File: src/rtl/pipe_front_ctrl_pkg.sv
// ----------------------------------------------------------------------------
// pipe_front_ctrl_pkg
// Shared CPU definitions for the pipeline front end and the hazard unit:
// the reset fetch address, the nop encoding, the instruction field layout
// (op, rs, rt, rd, shamt, func) and the pipeline register payload types.
// ----------------------------------------------------------------------------
package pipe_front_ctrl_pkg;

    localparam logic [31:0] PC_RESET_DEFAULT = 32'h0000_3000;
    localparam logic [31:0] NOP              = 32'h0000_0000;

    // Instruction field layout, MSB first: op[31:26] rs[25:21] rt[20:16]
    // rd[15:11] shamt[10:6] func[5:0].
    typedef struct packed {
        logic [5:0] op;
        logic [4:0] rs;
        logic [4:0] rt;
        logic [4:0] rd;
        logic [4:0] shamt;
        logic [5:0] func;
    } instr_t;

    // F/D pipeline register payload.
    typedef struct packed {
        logic [31:0] instr;
        logic [31:0] pc;
    } fd_t;

    // D/E pipeline register payload; valid rides along so a bubble clears it.
    typedef struct packed {
        logic        valid;
        logic [31:0] instr;
        logic [31:0] pc;
        logic [31:0] rd1;
        logic [31:0] rd2;
        logic [31:0] ext;
    } de_t;

    function automatic logic is_nop(input instr_t instr);
        return instr == instr_t'(NOP);
    endfunction

    // Branch targets are forced onto a word boundary.
    function automatic logic [31:0] word_align(input logic [31:0] addr);
        return {addr[31:2], 2'b00};
    endfunction

endpackage

File: src/rtl/pipe_reg.sv
// ----------------------------------------------------------------------------
// pipe_reg
// Generic pipeline register with synchronous active-low reset, clear and hold.
// Priority: reset, clear (load zero), hold (keep), else load d.
// Ports:
//   clk    - clock, rising edge
//   rst_n  - synchronous active-low reset
//   hold   - keep current contents
//   clear  - load all zeros (bubble)
//   d      - next contents
//   q      - registered contents
// ----------------------------------------------------------------------------
module pipe_reg #(
    parameter int unsigned W = 32
) (
    input  logic         clk,
    input  logic         rst_n,
    input  logic         hold,
    input  logic         clear,
    input  logic [W-1:0] d,
    output logic [W-1:0] q
);

    always_ff @(posedge clk) begin
        if (!rst_n) begin
            q <= '0;
        end else if (clear) begin
            q <= '0;
        end else if (!hold) begin
            q <= d;
        end
    end

endmodule

File: src/rtl/pipe_front_ctrl.sv
// ----------------------------------------------------------------------------
// pipe_front_ctrl
// Fetch/decode front end of a five-stage pipeline: PC sequencing with
// branch redirect (one delay slot), the F/D and D/E pipeline registers,
// bubble insertion on stall, and a saturating stall-cycle counter.
// Stall comes from an external hazard unit and is only consumed here.
// Ports:
//   clk, reset              - clock; synchronous active-low reset
//   Stall                   - freeze PC and F/D, insert a bubble into E
//   BranchTaken/Target      - redirect fetch from D (ignored while stalled)
//   InstrF                  - instruction memory word at PCF
//   RD1D, RD2D, ExtD        - register reads and immediate in D
//   PCF                     - fetch address
//   InstrD, PCD             - F/D register
//   InstrE, PCE, RD1E, RD2E, ExtE, ValidE - D/E register
//   StallCnt                - saturating count of stalled cycles
// ----------------------------------------------------------------------------
module pipe_front_ctrl
    import pipe_front_ctrl_pkg::*;
#(
    parameter logic [31:0] PC_RESET = PC_RESET_DEFAULT,
    parameter int unsigned CNT_W    = 32
) (
    input  logic             clk,
    input  logic             reset,
    input  logic             Stall,
    input  logic             BranchTaken,
    input  logic [31:0]      BranchTarget,
    input  logic [31:0]      InstrF,
    input  logic [31:0]      RD1D,
    input  logic [31:0]      RD2D,
    input  logic [31:0]      ExtD,
    output logic [31:0]      PCF,
    output logic [31:0]      InstrD,
    output logic [31:0]      PCD,
    output logic [31:0]      InstrE,
    output logic [31:0]      PCE,
    output logic [31:0]      RD1E,
    output logic [31:0]      RD2E,
    output logic [31:0]      ExtE,
    output logic             ValidE,
    output logic [CNT_W-1:0] StallCnt
);

    logic [31:0]      pc_q, pc_d;
    logic [CNT_W-1:0] cnt_q;
    fd_t              fd_d, fd_q;
    de_t              de_d, de_q;

    // A stalled branch is dropped; it re-evaluates in D next cycle.
    always_comb begin
        pc_d = pc_q + 32'd4;
        if (Stall) begin
            pc_d = pc_q;
        end else if (BranchTaken) begin
            pc_d = word_align(BranchTarget);
        end
    end

    always_ff @(posedge clk) begin
        if (!reset) begin
            pc_q <= PC_RESET;
        end else begin
            pc_q <= pc_d;
        end
    end

    always_ff @(posedge clk) begin
        if (!reset) begin
            cnt_q <= '0;
        end else if (Stall && (cnt_q != '1)) begin
            cnt_q <= cnt_q + CNT_W'(1);
        end
    end

    // F/D is never flushed on a branch: the slot instruction proceeds.
    always_comb begin
        fd_d       = '0;
        fd_d.instr = InstrF;
        fd_d.pc    = pc_q;
    end

    pipe_reg #(
        .W($bits(fd_t))
    ) u_fd_reg (
        .clk   (clk),
        .rst_n (reset),
        .hold  (Stall),
        .clear (1'b0),
        .d     (fd_d),
        .q     (fd_q)
    );

    always_comb begin
        de_d       = '0;
        de_d.valid = !is_nop(instr_t'(fd_q.instr));
        de_d.instr = fd_q.instr;
        de_d.pc    = fd_q.pc;
        de_d.rd1   = RD1D;
        de_d.rd2   = RD2D;
        de_d.ext   = ExtD;
    end

    // Clearing D/E on stall both zeroes the payload and drops ValidE.
    pipe_reg #(
        .W($bits(de_t))
    ) u_de_reg (
        .clk   (clk),
        .rst_n (reset),
        .hold  (1'b0),
        .clear (Stall),
        .d     (de_d),
        .q     (de_q)
    );

    assign PCF      = pc_q;
    assign InstrD   = fd_q.instr;
    assign PCD      = fd_q.pc;
    assign InstrE   = de_q.instr;
    assign PCE      = de_q.pc;
    assign RD1E     = de_q.rd1;
    assign RD2E     = de_q.rd2;
    assign ExtE     = de_q.ext;
    assign ValidE   = de_q.valid;
    assign StallCnt = cnt_q;

endmodule

File: config.mk
export PLATFORM = sky130hd
export DESIGN_NAME = pipe_front_ctrl
export DESIGN_NICKNAME = d
export VERILOG_FILES = /design/src/rtl/pipe_front_ctrl_pkg.sv /design/src/rtl/pipe_reg.sv /design/src/rtl/pipe_front_ctrl.sv
export SDC_FILE = /design/constraint.sdc
export NUM_CORES = 1
export LEC_CHECK = 0
export BUFFER_PORTS_ARGS = -buffer_cell sky130_fd_sc_hd__buf_2
export CAP_MARGIN = 20
export CORE_AREA = 2 2 175 177
export DETAILED_ROUTE_END_ITERATION = 7
export DIE_AREA = 0 0 177 179
export PLACE_DENSITY = 0.61
export SLEW_MARGIN = 20
export SYNTH_ARGS = -nofsm -noshare
export SYNTH_HDL_FRONTEND = slang
export SYNTH_SLANG_ARGS = --single-unit
File: constraint.sdc
create_clock -name clk -period 1.9 [get_ports clk]
set_input_delay 0.095 -clock clk [delete_from_list [all_inputs] [get_ports clk]]
set_output_delay 0.095 -clock clk [all_outputs]
set_load 0.005 [all_outputs]
# Word-level counts from Yosys, hierarchy flattened

Index checks and enable logic that the tools add are counted.

Output and inout port bits: 289
Bits of input ports: 164
Bits in registers: 289

Equality and inequality tests: 1
Reduce and logical (&&, ||, !) cells: 4
Bitwise logic cells: 1
Multiplexer cells: 1
Add/subtract/negate cells: 2

Operator list:

| cell                                          | count |
|---|---|
| adder 32 x 1 -> 32 bit, second input constant | 1 |
| adder 32 x 3 -> 32 bit, second input constant | 1 |
| logical NOT 32 bit                            | 1 |
| 2-to-1 mux 32 bit                             | 1 |
| inequality test 32 bit, second input constant | 1 |
| OR reduction 2 bit                            | 1 |
| logical AND 1 bit                             | 1 |
| logical NOT 1 bit                             | 1 |
| inverter 1 bit                                | 1 |

# Depth between registers and ports, before layout

Gate-level depths: netlist of the first run.

Depth in word-level cells: 2
Mapped depth: 8
Gate-level depth less buffers: 6

# Modules after synthesis

Synthesis of the first run repeated with hierarchy kept, for this count alone.

Cell total of the unflattened synthesis: 1,185
Area total of the unflattened synthesis: 11,562.3 um^2

Modules (own cells, without submodules):

| module               | area each (um^2) | instances | sequential area each (um^2) | cells each |
|---|---|---|---|---|
| pipe_reg at u_de_reg | 5,733.0          | 1         | 3,223.1                     | 520 |
| pipe_front_ctrl      | 3,524.6          | 1         | 1,241.2                     | 458 |
| pipe_reg at u_fd_reg | 2,304.7          | 1         | 1,281.2                     | 207 |

# Worst setup path after synthesis of the first run

Ideal clock, no wire load.

Path kind: register to register
From: register cnt_q[0], in the netlist StallCnt[0]
To: register cnt_q[31], in the netlist StallCnt[31]
Arrival: 1.856 ns
Library setup time: 0.072 ns
Clock period less this slack: 1.928 ns
Required time: 1.828 ns
Stages on the path, launching flop included: 8
Slack: -0.028 ns
Buffers on the path: 1
Cell sequence: dfxtp_1 ha_1 and4_1 and4_1 buf_6 a211oi_2 nor3b_2 mux2i_1

Cells in the longest elaborated chain, start to end: 2

Ends and longest elaborated chain:

| item                                                                           | line                  | RTL |
|---|---|---|
| start: declaration                                                             | pipe_front_ctrl.sv:46 | `logic [CNT_W-1:0] cnt_q;` |
| start signal: assignment                                                       | pipe_front_ctrl.sv:72 | `cnt_q <= cnt_q + CNT_W'(1);` |
| parallel branches: the longest is 2 deep, another holds adder 32 x 1 -> 32 bit | --                    |  |

Several ways; the timed one is not identified.
A chain may end at the register's enable or synchronous reset.

# Final worst setup path of the first run

From: register cnt_q[6], in the netlist StallCnt[6]
To: register cnt_q[30], in the netlist StallCnt[30]

The elaborated chain is that of the path after synthesis.

==> results.yml, run 1 <==
layout:
  drive_above_1_share_pct: 35.6
  finalNetCount: 1807
  area_growth_pct: 48.1
  post-route-util_pct: 52.2
sta:
  whs_ns: 0.0398
  slew_viol_final: 0
  finalCritPeriodShare_pct: 97.9
  max-slew-margin-rel_pct: 55.4
  worst_slack_ns: 0.0394
  hold_viol: 0
  tightestPinTransition_ns: 0.667
  skew_ns: 0.00567
  max_freq_mhz: 537
  finalSetupViolations: 0
  rsz0062_at_grt: "yes"
  period_needed_ns: 1.86
hold_path:
  min_path_type: "primary input to register"
route:
  detail-route-antenna-nets: 0
  drtIter0Drc: 485
  drc: 0
  drt_first_pass_iters: 5
  vias: 9978
  wl_per_cell_um: 17.1
  viasPerCell: 4.84
  wl_mm: 35.3
floorplan:
  initial_core_util_pct: 35.3
  io_pins: 453
  fp.dieH_um: 179
  coreArea_mm2: 0.0300
  rows: 64
  die-area_mm2: 0.0317
  dieWidth_um: 177
worst_setup_path:
  critical_path.max_fanout: 11
  worstReg2RegEnd: "StallCnt[30]$_SDFFE_PN0P_"
  cp-start-kind: "register"
  cpPeakStageDelay_ns: 0.41
  endpoint: "StallCnt[30]$_SDFFE_PN0P_"
  rrSetupSlack_ns: 0.04
  critPathLaunch: "StallCnt[6]$_SDFFE_PN0P_"
  slowest_stage: "dfxtp_1"
  end_kind: "register"
  crit_type: "register to register"
  r2r_start: "StallCnt[6]$_SDFFE_PN0P_"
  arrival_ns: 2.35
  required_ns: 2.39
  path_cells: "and4_1 -> and4_4 -> nand4b_4 -> buf_4 -> or3_1 -> a21oi_1"
  reg2reg_depth: 6
global_route:
  track_usage_pct: 20.6
  grt_pass1_vias: 9353
  antenna_found_initial: 4
  grt_max_degree: 130
  overflow: 0
  grt_pass1_wl_mm: 52.1
yosys:
  async_reset_ff_share_pct: 0
  synth_flop_cell: "dfxtp_1"
  ys_seq_area_share_pct: 53.5
  synth.largest_area_cell: "dfxtp_1"
  ys_types: 57
  syn-cell-area_mm2: 0.0106
  ys_seq_elements: 283
  yosys_warnings: 0
  synth-edff-count: 0
  avgSynthCellArea_um2: 9.82
  synth_top_area_share_pct: 53.5
  post-synth-top-count-cell: "dfxtp_1"
  synth_area_leaders: "dfxtp_1 53%, and3_1 9.9%, mux2i_1 6.8%"
  synthCells: 1079
  yosys-top-cells-count: "283 x dfxtp_1, 168 x and3_1, 99 x nor2_1"
placement:
  post-dp-hpwl_mm: 23.5
  place_congestion: 0.844
  io_buffer_count: 444
  pre_cts_ws_ns: 0.0143
run_status:
  status: "completed"
clocking:
  clock_latency_ns: 0.55
  h-tree-depth: 1
  cts.clk_slew.worst_paths_ns: 0.06
  cts_buffers: 30
  cts_tree: "done"
  cts-root-buf: "clkbuf_16"
  numClockSinks: 283
  clockBufferDepth: 3
pwr:
  p_leak_uw: 0.00805
  peakVddDrop_mv: 0.696
  p_per_area_mw_per_mm2: 852
flow_run:
  drv_cap: 0
## worst max-delay path, delay by kind of cell (launching register included)
| family | cells | cell delay, ns |
|---|---|---|
| buffers and inverters | 1 | 0.18 |
| AO/OA/AOI/OAI | 1 | 0.14 |
| AND/OR/NAND/NOR | 4 | 1.07 |
| flip-flops | 1 | 0.41 |
## final cells by class
cell class,instances,area (um^2)
fill,2758,14300
sequential,283,5670
timing repair buffer,671,4380
multi-input combinational,641,4100
clock buffer,42,897
tap,396,495
clock inverter,12,75.1
inverter,14,57.6
antenna,4,10.0
## cells by family after synthesis
group / after synthesis / share of synthesized area [%]
AO/OA/AOI/OAI: 122 / 7.43
AND/OR/NAND/NOR: 426 / 22.5
flip-flops: 283 / 53.5
XOR/XNOR: 13 / 1.08
other: 1 / 0.0354
multiplexers: 72 / 6.80
buffers and inverters: 160 / 8.40
adder cells (fa/ha/maj): 2 / 0.236
## sequential cells by signal (all words and copies together) (netlist names)
register	count
u_de_reg.q	159
u_fd_reg.q	62
StallCnt	32
PCF	30
## per-layer routing
| metal | vias up | wire (um) | global-route usage, % |
|---|---|---|---|
| li1 | 4840 | - | - |
| met1 | 4750 | 15100 | 26.3 |
| met2 | 315 | 17000 | 34.6 |
| met3 | 71 | 2020 | 4.11 |
| met4 | 2 | 1100 | 7.06 |
| met5 | - | 13 | 0 |
## worst min-delay path by stage
stage / start / to / cells past startpoint
2_1_floorplan: InstrF[0] / u_fd_reg.q[32]$_SDFFE_PN0N_ / 2
3_3_place_gp: InstrF[4] / u_fd_reg.q[36]$_SDFFE_PN0N_ / 3
3_5_place_dp: InstrF[14] / u_fd_reg.q[46]$_SDFFE_PN0N_ / 3
4_1_cts: BranchTarget[7] / PCF[7]$_SDFFE_PN0N_ / 4
5_1_grt: BranchTarget[14] / PCF[14]$_SDFFE_PN0N_ / 4
6_report: BranchTarget[7] / PCF[7]$_SDFFE_PN0N_ / 4
## report_power, final
| group | internal [uW] | leakage, uW | total (uW) | switching (uW) |
|---|---|---|---|---|
| Combinational | 716 | 0.00525 | 1350 | 634 |
| Sequential | 6150 | 0.00231 | 6280 | 134 |
| Clock | 3280 | 0.000480 | 5730 | 2450 |
| Total | 10100 | 0.00805 | 13400 | 3220 |
## layout by cell type, fill, tap and decap left out, types with 8 or more instances in the layout
cell           Yosys  layout
buf_2              9     442
dfxtp_1          283     279
and3_1           168     168
dlygate4sd3_1      0     157
nor2_1            99      99
mux2i_1           72      72
buf_4             70      66
nand2_1           43      42
a21oi_1           39      39
clkbuf_16          0      31
nand3_1           26      26
o21ai_0           17      17
nand4_1           16      16
or3_1             14      14
inv_1             13      12
nor3_1            12      12
nor4_1             9       9
a22oi_1            8       8
nand2b_1           8       8
xnor2_1            8       8
o21ai_1            8       8
clkbuf_8           0       8
## metrics by stage
step	std cells	instance area [um^2]	power, uW	setup TNS, ns
finish	2063	15700	13400	0
global route	2062	15700	13800	-0.154
CTS	2054	15600	13500	-0.00183
detailed placement	1843	13100	7470	0
global placement	1843	13100	7450	0
floorplan	1084	10600	6960	0
## repair_timing
item | 4_1_cts | 5_1_grt
endpoints found under the hold margin | 161 | 0
pin swaps | 0 | 6
resized for setup | 1 | 14
buffers inserted | 0 | 5
hold buffers | 157 | 0
endpoints found under the setup margin | 2 | 23
Note: power is estimated with default switching activity, not from simulation.
==> run 2, diff against run 1 <==
--- a/config.mk
+++ b/config.mk
@@ -10,7 +10,9 @@
 export CORE_AREA = 2 2 175 177
 export DETAILED_ROUTE_END_ITERATION = 7
 export DIE_AREA = 0 0 177 179
+export GPL_TIMING_DRIVEN = 0
 export PLACE_DENSITY = 0.61
+export REMOVE_ABC_BUFFERS = 1
 export SLEW_MARGIN = 20
 export SYNTH_ARGS = -nofsm -noshare
 export SYNTH_HDL_FRONTEND = slang
==> run 2 against run 1 <==
Worst hold slack worse by 0.033 ns. Cell count decreased by 1.2%. Largest cell class unchanged. Critical path depth grew 1. Die area unchanged. Clock skew up 0.0032 ns.
==> results.yml, run 2 (synthesized netlist as in run 1, its figures left out) <==
clocking:
  numClockSinks: 283
  clockBufferDepth: 3
  clock_latency_ns: 0.56
  cts-root-buf: "clkbuf_16"
  cts.clk_slew.worst_paths_ns: 0.06
  h-tree-depth: 1
  cts_buffers: 31
  cts_tree: "done"
worst_setup_path:
  required_ns: 2.38
  path_cells: "ha_4 -> and4_4 -> and4_4 -> buf_12 -> a211oi_4 -> nor3b_2 -> mux2i_1"
  critPathBufInv: 1
  crit_type: "register to register"
  end_kind: "register"
  critical_path.max_fanout: 6
  slowest_stage: "dfxtp_4"
  cpPeakStageDelay_ns: 0.36
  cp-start-kind: "register"
  path_common_cell: "and4_4"
  arrival_ns: 2.38
  critPathTopFamily: "simple AND/OR/NAND/NOR gates"
global_route:
  grt_pass1_vias: 9187
  track_usage_pct: 20.0
  grt_util_met2_pct: 36.9
  antenna_found_initial: 2
  grt_max_degree: 126
  gr-max-usage-layer: "met2"
  grt_util_met1_pct: 23.6
  met3_usage_pct: 3.94
  overflow: 0
  grt_pass1_wl_mm: 50.6
route:
  vias: 9803
  detail-route-antenna-nets: 0
  wl_mm: 34.5
  drt_first_pass_iters: 4
  drc: 0
  drtIter0Drc: 408
  viasPerCell: 4.81
  wl_per_cell_um: 16.9
sta:
  finalSetupViolations: 0
  finalCritPeriodShare_pct: 99.9
  rsz0062_at_grt: "yes"
  max_freq_mhz: 527
  slew_viol_final: 0
  hold_viol: 0
  finalSetupTns_ns: 0
  max-slew-margin-rel_pct: 44.7
  skew_ns: 0.00887
  period_needed_ns: 1.90
  tightestPinTransition_ns: 0.829
layout:
  area_growth_pct: 50.0
  post-route-util_pct: 52.9
  largest-register: "u_de_reg.q"
  finalNetCount: 1785
  stdcell_count: 2039
  mostFrequentLayoutCells: "441 x buf_2, 260 x dfxtp_1, 172 x dlygate4sd3_1"
  drive_above_1_share_pct: 36.0
  largest_reg_flops: 159
  fin_area_mm2: 0.0159
  layout_commonest_cell: "buf_2"
floorplan:
  die-area_mm2: 0.0317
  coreArea_mm2: 0.0300
  dieWidth_um: 177
  rows: 64
  fp.dieH_um: 179
  io_pins: 453
  initial_core_util_pct: 35.3
placement:
  io_buffer_count: 444
  placed_cells_incl_taps: 1783
  dpl_cell_area_mm2: 0.0126
  post-dp-hpwl_mm: 21.8
  place_congestion: 0.738
pwr:
  p_per_area_mw_per_mm2: 862
  power.total_uw: 13700
  peakVddDrop_mv: 0.614
  p_leak_uw: 0.00800
hold_path:
  min_path_type: "primary input to register"
run_status:
  status: "completed"
flow_run:
  drv_cap: 0
-- run 2: cell types whose count changed in the layout (fill, tap and decap cells not counted), moves of 5 or more --
cell / delta
buf_4: -40
dfxtp_1: -19
dlygate4sd3_1: +15
dfxtp_2: +12
dfxtp_4: +7
clkbuf_1: +5
nor3_1: -5
-- run 2: timing repair --
action                                 CTS  global route
buffers inserted                        19             8
endpoints found under the hold margin  168             0
pin swaps                               14            13
hold buffers                           172             0
gates resized for setup                 49            25
setup endpoints to repair               47            34
-- run 2: routing by layer --
layer	wire, um	share of wire [%]
met5	13	0.038
met1	13900	40
met3	2270	6.6
met4	650	1.9
met2	17700	51
-- run 2: power breakdown --
part	switching (uW)	internal [uW]
sequential	153	6150
clock	2360	3700
combinational	604	725
total	3120	10600
-- run 2: through the flow --
stage | hold slack (ns) | setup slack (ns)
final | 0.00687 | 0.00184
after detailed placement | 0.333 | -1.11
after global routing | 0.0154 | -0.0869
after CTS | 0.00395 | -0.00691
after global placement | 0.324 | -5.95
after floorplan | 0.171 | -0.558
-- run 2: final timing paths --
| check | startpoint | end | slack, ns | depth (start not counted) |
|---|---|---|---|---|
| setup / recovery | StallCnt[1]$_SDFFE_PN0P_ | StallCnt[31]$_SDFFE_PN0P_ | 0.002 | 7 |
| hold / removal | reset | StallCnt[13]$_SDFFE_PN0P_ | 0.007 | 4 |
| setup reg to reg | StallCnt[1]$_SDFFE_PN0P_ | StallCnt[31]$_SDFFE_PN0P_ | 0.002 | 7 |
| hold reg to reg | StallCnt[27]$_SDFFE_PN0P_ | StallCnt[27]$_SDFFE_PN0P_ | 0.49 | 2 |
-- run 2: worst register-to-register path, stage by stage, from the launching register on --
cell	delay (ns)
dfxtp_4	0.36
ha_4	0.16
and4_4	0.21
and4_4	0.18
buf_12	0.13
a211oi_4	0.34
nor3b_2	0.25
mux2i_1	0.19
-- run 2: cell type report --
type | count | area [um^2]
flip-flops and latches | 283 | 5710
multi-input cells | 641 | 4250
clock buffers | 47 | 916
diodes | 1 | 2.50
fillers | 2678 | 14100
inverters | 14 | 65.1
well taps | 396 | 495
repair buffers | 648 | 4320
clock inverters | 9 | 126
==> run 3, diff against run 2 <==
--- a/config.mk
+++ b/config.mk
@@ -5,13 +5,14 @@
 export SDC_FILE = /design/constraint.sdc
 export NUM_CORES = 1
 export LEC_CHECK = 0
+export ABC_AREA = 1
 export BUFFER_PORTS_ARGS = -buffer_cell sky130_fd_sc_hd__buf_2
 export CAP_MARGIN = 20
-export CORE_AREA = 2 2 175 177
+export CORE_AREA = 2 2 176 178
 export DETAILED_ROUTE_END_ITERATION = 7
-export DIE_AREA = 0 0 177 179
+export DIE_AREA = 0 0 178 180
 export GPL_TIMING_DRIVEN = 0
-export PLACE_DENSITY = 0.61
+export PLACE_DENSITY = 0.62
 export REMOVE_ABC_BUFFERS = 1
 export SLEW_MARGIN = 20
 export SYNTH_ARGS = -nofsm -noshare
==> run 3 against run 2 <==
Clock power grew 2%. First-iteration DRC count grew 21%. Clock skew grew 0.0055 ns. Routed wire length grew 4.8%. Combinational power is essentially flat. Clock-buffer cell count shrank 6. Via count grew 10%. Worst hold slack gained 0.046 ns. Sequential power is essentially flat. Setup slack gained 0.12 ns. Largest cell class unchanged. Critical endpoint is now StallCnt[2]$_SDFFE_PN0P_. Total power grew 1.1%.
==> results.yml, run 3 <==
sta:
  max-slew-margin-rel_pct: 60.3
  finalSetupTns_ns: 0
  tightestPinTransition_ns: 0.595
  period_needed_ns: 1.77
  hold_viol: 0
  skew_ns: 0.0144
  rsz0062_at_grt: "no"
  slew_viol_final: 0
  max_freq_mhz: 564
  finalSetupViolations: 0
  finalCritPeriodShare_pct: 93.4
worst_setup_path:
  cp-start-kind: "register"
  path_common_cell: "nand2_4"
  slowest_stage: "dfxtp_2"
  critPathLaunch: "StallCnt[0]$_SDFFE_PN0P_"
  endpoint: "StallCnt[2]$_SDFFE_PN0P_"
  crit_cells: 9
  critPathTopFamily: "simple AND/OR/NAND/NOR gates"
  worstReg2RegEnd: "StallCnt[2]$_SDFFE_PN0P_"
  reg2reg_depth: 9
  arrival_ns: 2.23
  path_cells: "ha_4 -> inv_1 -> nor2_4 -> nand2_4 -> nor2_4 -> nand2_4 -> nand2_4 -> nand2_1 -> a21oi_1"
  crit_type: "register to register"
  critical_path.max_fanout: 14
  cpPeakStageDelay_ns: 0.40
  end_kind: "register"
  r2r_start: "StallCnt[0]$_SDFFE_PN0P_"
  rrSetupSlack_ns: 0.13
  critPathBufInv: 1
  required_ns: 2.35
global_route:
  grt_max_degree: 128
  grt_pass1_vias: 10624
  track_usage_pct: 21.6
  antenna_found_initial: 2
  grt_pass1_wl_mm: 56.0
  overflow: 0
layout:
  seqCellArea_mm2: 0.00567
  drive_above_1_share_pct: 28.0
  finalNetCount: 2169
  layout_commonest_cell: "buf_2"
  largest_reg_flops: 159
  nFillCells: 2785
  mostFrequentLayoutCells: "444 x buf_2, 298 x nor2_1, 288 x nand2_1"
  stdcell_count: 2423
  area_growth_pct: 44.8
  multi_input_area_mm2: 0.00388
  largest-register: "u_de_reg.q"
yosys:
  synth_top_area_share_pct: 51.4
  synth_area_leaders: "dfxtp_1 51%, nor2_1 10%, nand2_1 9.9%"
  ys_seq_elements: 283
  synth.largest_area_cell: "dfxtp_1"
  ys_seq_area_share_pct: 51.4
  avgSynthCellArea_um2: 7.52
  ys_types: 26
  post-synth-top-count-cell: "nor2_1"
  yosys-top-cells-count: "304 x nor2_1, 290 x nand2_1, 283 x dfxtp_1"
  async_reset_ff_share_pct: 0
  yosys_warnings: 0
  synth-edff-count: 0
  synth_flop_cell: "dfxtp_1"
  synthCells: 1466
  syn-cell-area_mm2: 0.0110
placement:
  place_congestion: 0.851
  io_buffer_count: 444
  post-dp-hpwl_mm: 24.4
  placed_cells_incl_taps: 2197
floorplan:
  rows: 64
  die-area_mm2: 0.0320
  io_pins: 453
  fp.dieH_um: 180
  dieWidth_um: 178
  initial_core_util_pct: 36.5
  coreArea_mm2: 0.0302
clocking:
  numClockSinks: 283
  h-tree-depth: 1
  cts-root-buf: "clkbuf_16"
  cts_buffers: 30
  clock_latency_ns: 0.55
  cts.clk_slew.worst_paths_ns: 0.07
  cts_tree: "done"
  clockBufferDepth: 3
pwr:
  p_per_area_mw_per_mm2: 867
  p_leak_uw: 0.00772
  peakVddDrop_mv: 0.642
  power.total_uw: 13800
flow_run:
  drv_cap: 0
route:
  drt_first_pass_iters: 5
  detail-route-antenna-nets: 0
  wl_mm: 36.1
  drtIter0Drc: 494
  viasPerCell: 4.47
  wl_per_cell_um: 14.9
  drc: 0
  vias: 10824
run_status:
  status: "completed"
hold_path:
  min_path_type: "primary input to register"
[run 3: cell count changes after synthesis, moves of 20 or more]
cell      previous run  this run
a21oi_2              0        20
and3_1             168         0
mux2i_1             72         0
nand2_1             43       290
o22ai_1              6        33
a21oi_1             39        10
inv_1               13       217
o21ai_0             17        76
nor2_1              99       304
clkbuf_1            60        36
nand3_1             26        49
[run 3: final cells by class]
class                   count  area share (%)
multi-input cells         852            24.3
inverters                 219            5.27
flip-flops and latches    283            35.5
diodes                      2          0.0314
well taps                 396            3.11
clock inverters            13            1.26
repair buffers            617            25.1
clock buffers              41            5.35
[run 3: worst min path at each step]
stage	startpoint	endpoint	slack, ns	cells after the start
2_1_floorplan	ExtD[0]	u_de_reg.q[0]$_SDFF_PP0_	0.21	2
3_3_place_gp	InstrF[8]	u_fd_reg.q[40]$_SDFFE_PN0N_	0.30	3
3_5_place_dp	InstrF[30]	u_fd_reg.q[62]$_SDFFE_PN0N_	0.30	3
4_1_cts	Stall	PCF[12]$_SDFFE_PN1N_	0.03	3
5_1_grt	Stall	PCF[12]$_SDFFE_PN1N_	0.08	3
6_report	Stall	PCF[12]$_SDFFE_PN1N_	0.05	3
[run 3: power breakdown]
group | leakage, uW | internal (uW) | switching, uW | total, uW
registers | 0.00231 | 6150 | 147 | 6300
logic | 0.00490 | 657 | 665 | 1320
clock network | 0.000509 | 3810 | 2410 | 6210
[run 3: worst register-to-register path, stage by stage, from the launching register on]
cell	delay, ns
dfxtp_2	0.40
ha_4	0.18
inv_1	0.07
nor2_4	0.17
nand2_4	0.09
nor2_4	0.18
nand2_4	0.13
nand2_4	0.24
nand2_1	0.08
a21oi_1	0.16
[run 3: cell families after synthesis]
group | count (synthesis) | share of synthesized area, %
flops | 283 | 51.4
compound gates | 141 | 7.46
fa+ha+maj | 2 | 0.227
buf+inv | 337 | 14.3
simple gates | 682 | 25.0
other cells | 1 | 0.0340
xor+xnor | 20 | 1.59
[run 3: metrics by stage]
step | area, um^2 | utilization [%] | hold slack [ns] | setup slack [ns]
final | 16000 | 52.9 | 0.0528 | 0.126
after global routing | 16000 | 52.8 | 0.0812 | 0.00413
after CTS | 15900 | 52.6 | 0.0319 | 0.0518
after detailed placement | 13100 | 43.5 | 0.302 | -0.697
after global placement | 13000 | 43.1 | 0.297 | -6.15
after floorplan | 10300 | - | 0.207 | -2.11
[run 3: routing by layer]
layer  share of wire (%)  GRT usage (%)  vias up
met3                 8.0           5.75      107
met4                 4.4           9.84        0
met2                  48           37.0      356
met5                   0              0        -
met1                  40           25.0     4909
li1                    -              -     5452
[run 3: repair_timing]
action                                 in CTS  in global routing
hold buffers                              161                  0
pin swaps                                   0                  2
setup endpoints to repair                  55                 46
resized for setup                           9                 11
cloned                                      1                  0
endpoints found under the hold margin     163                  0
buffers inserted                            3                  5
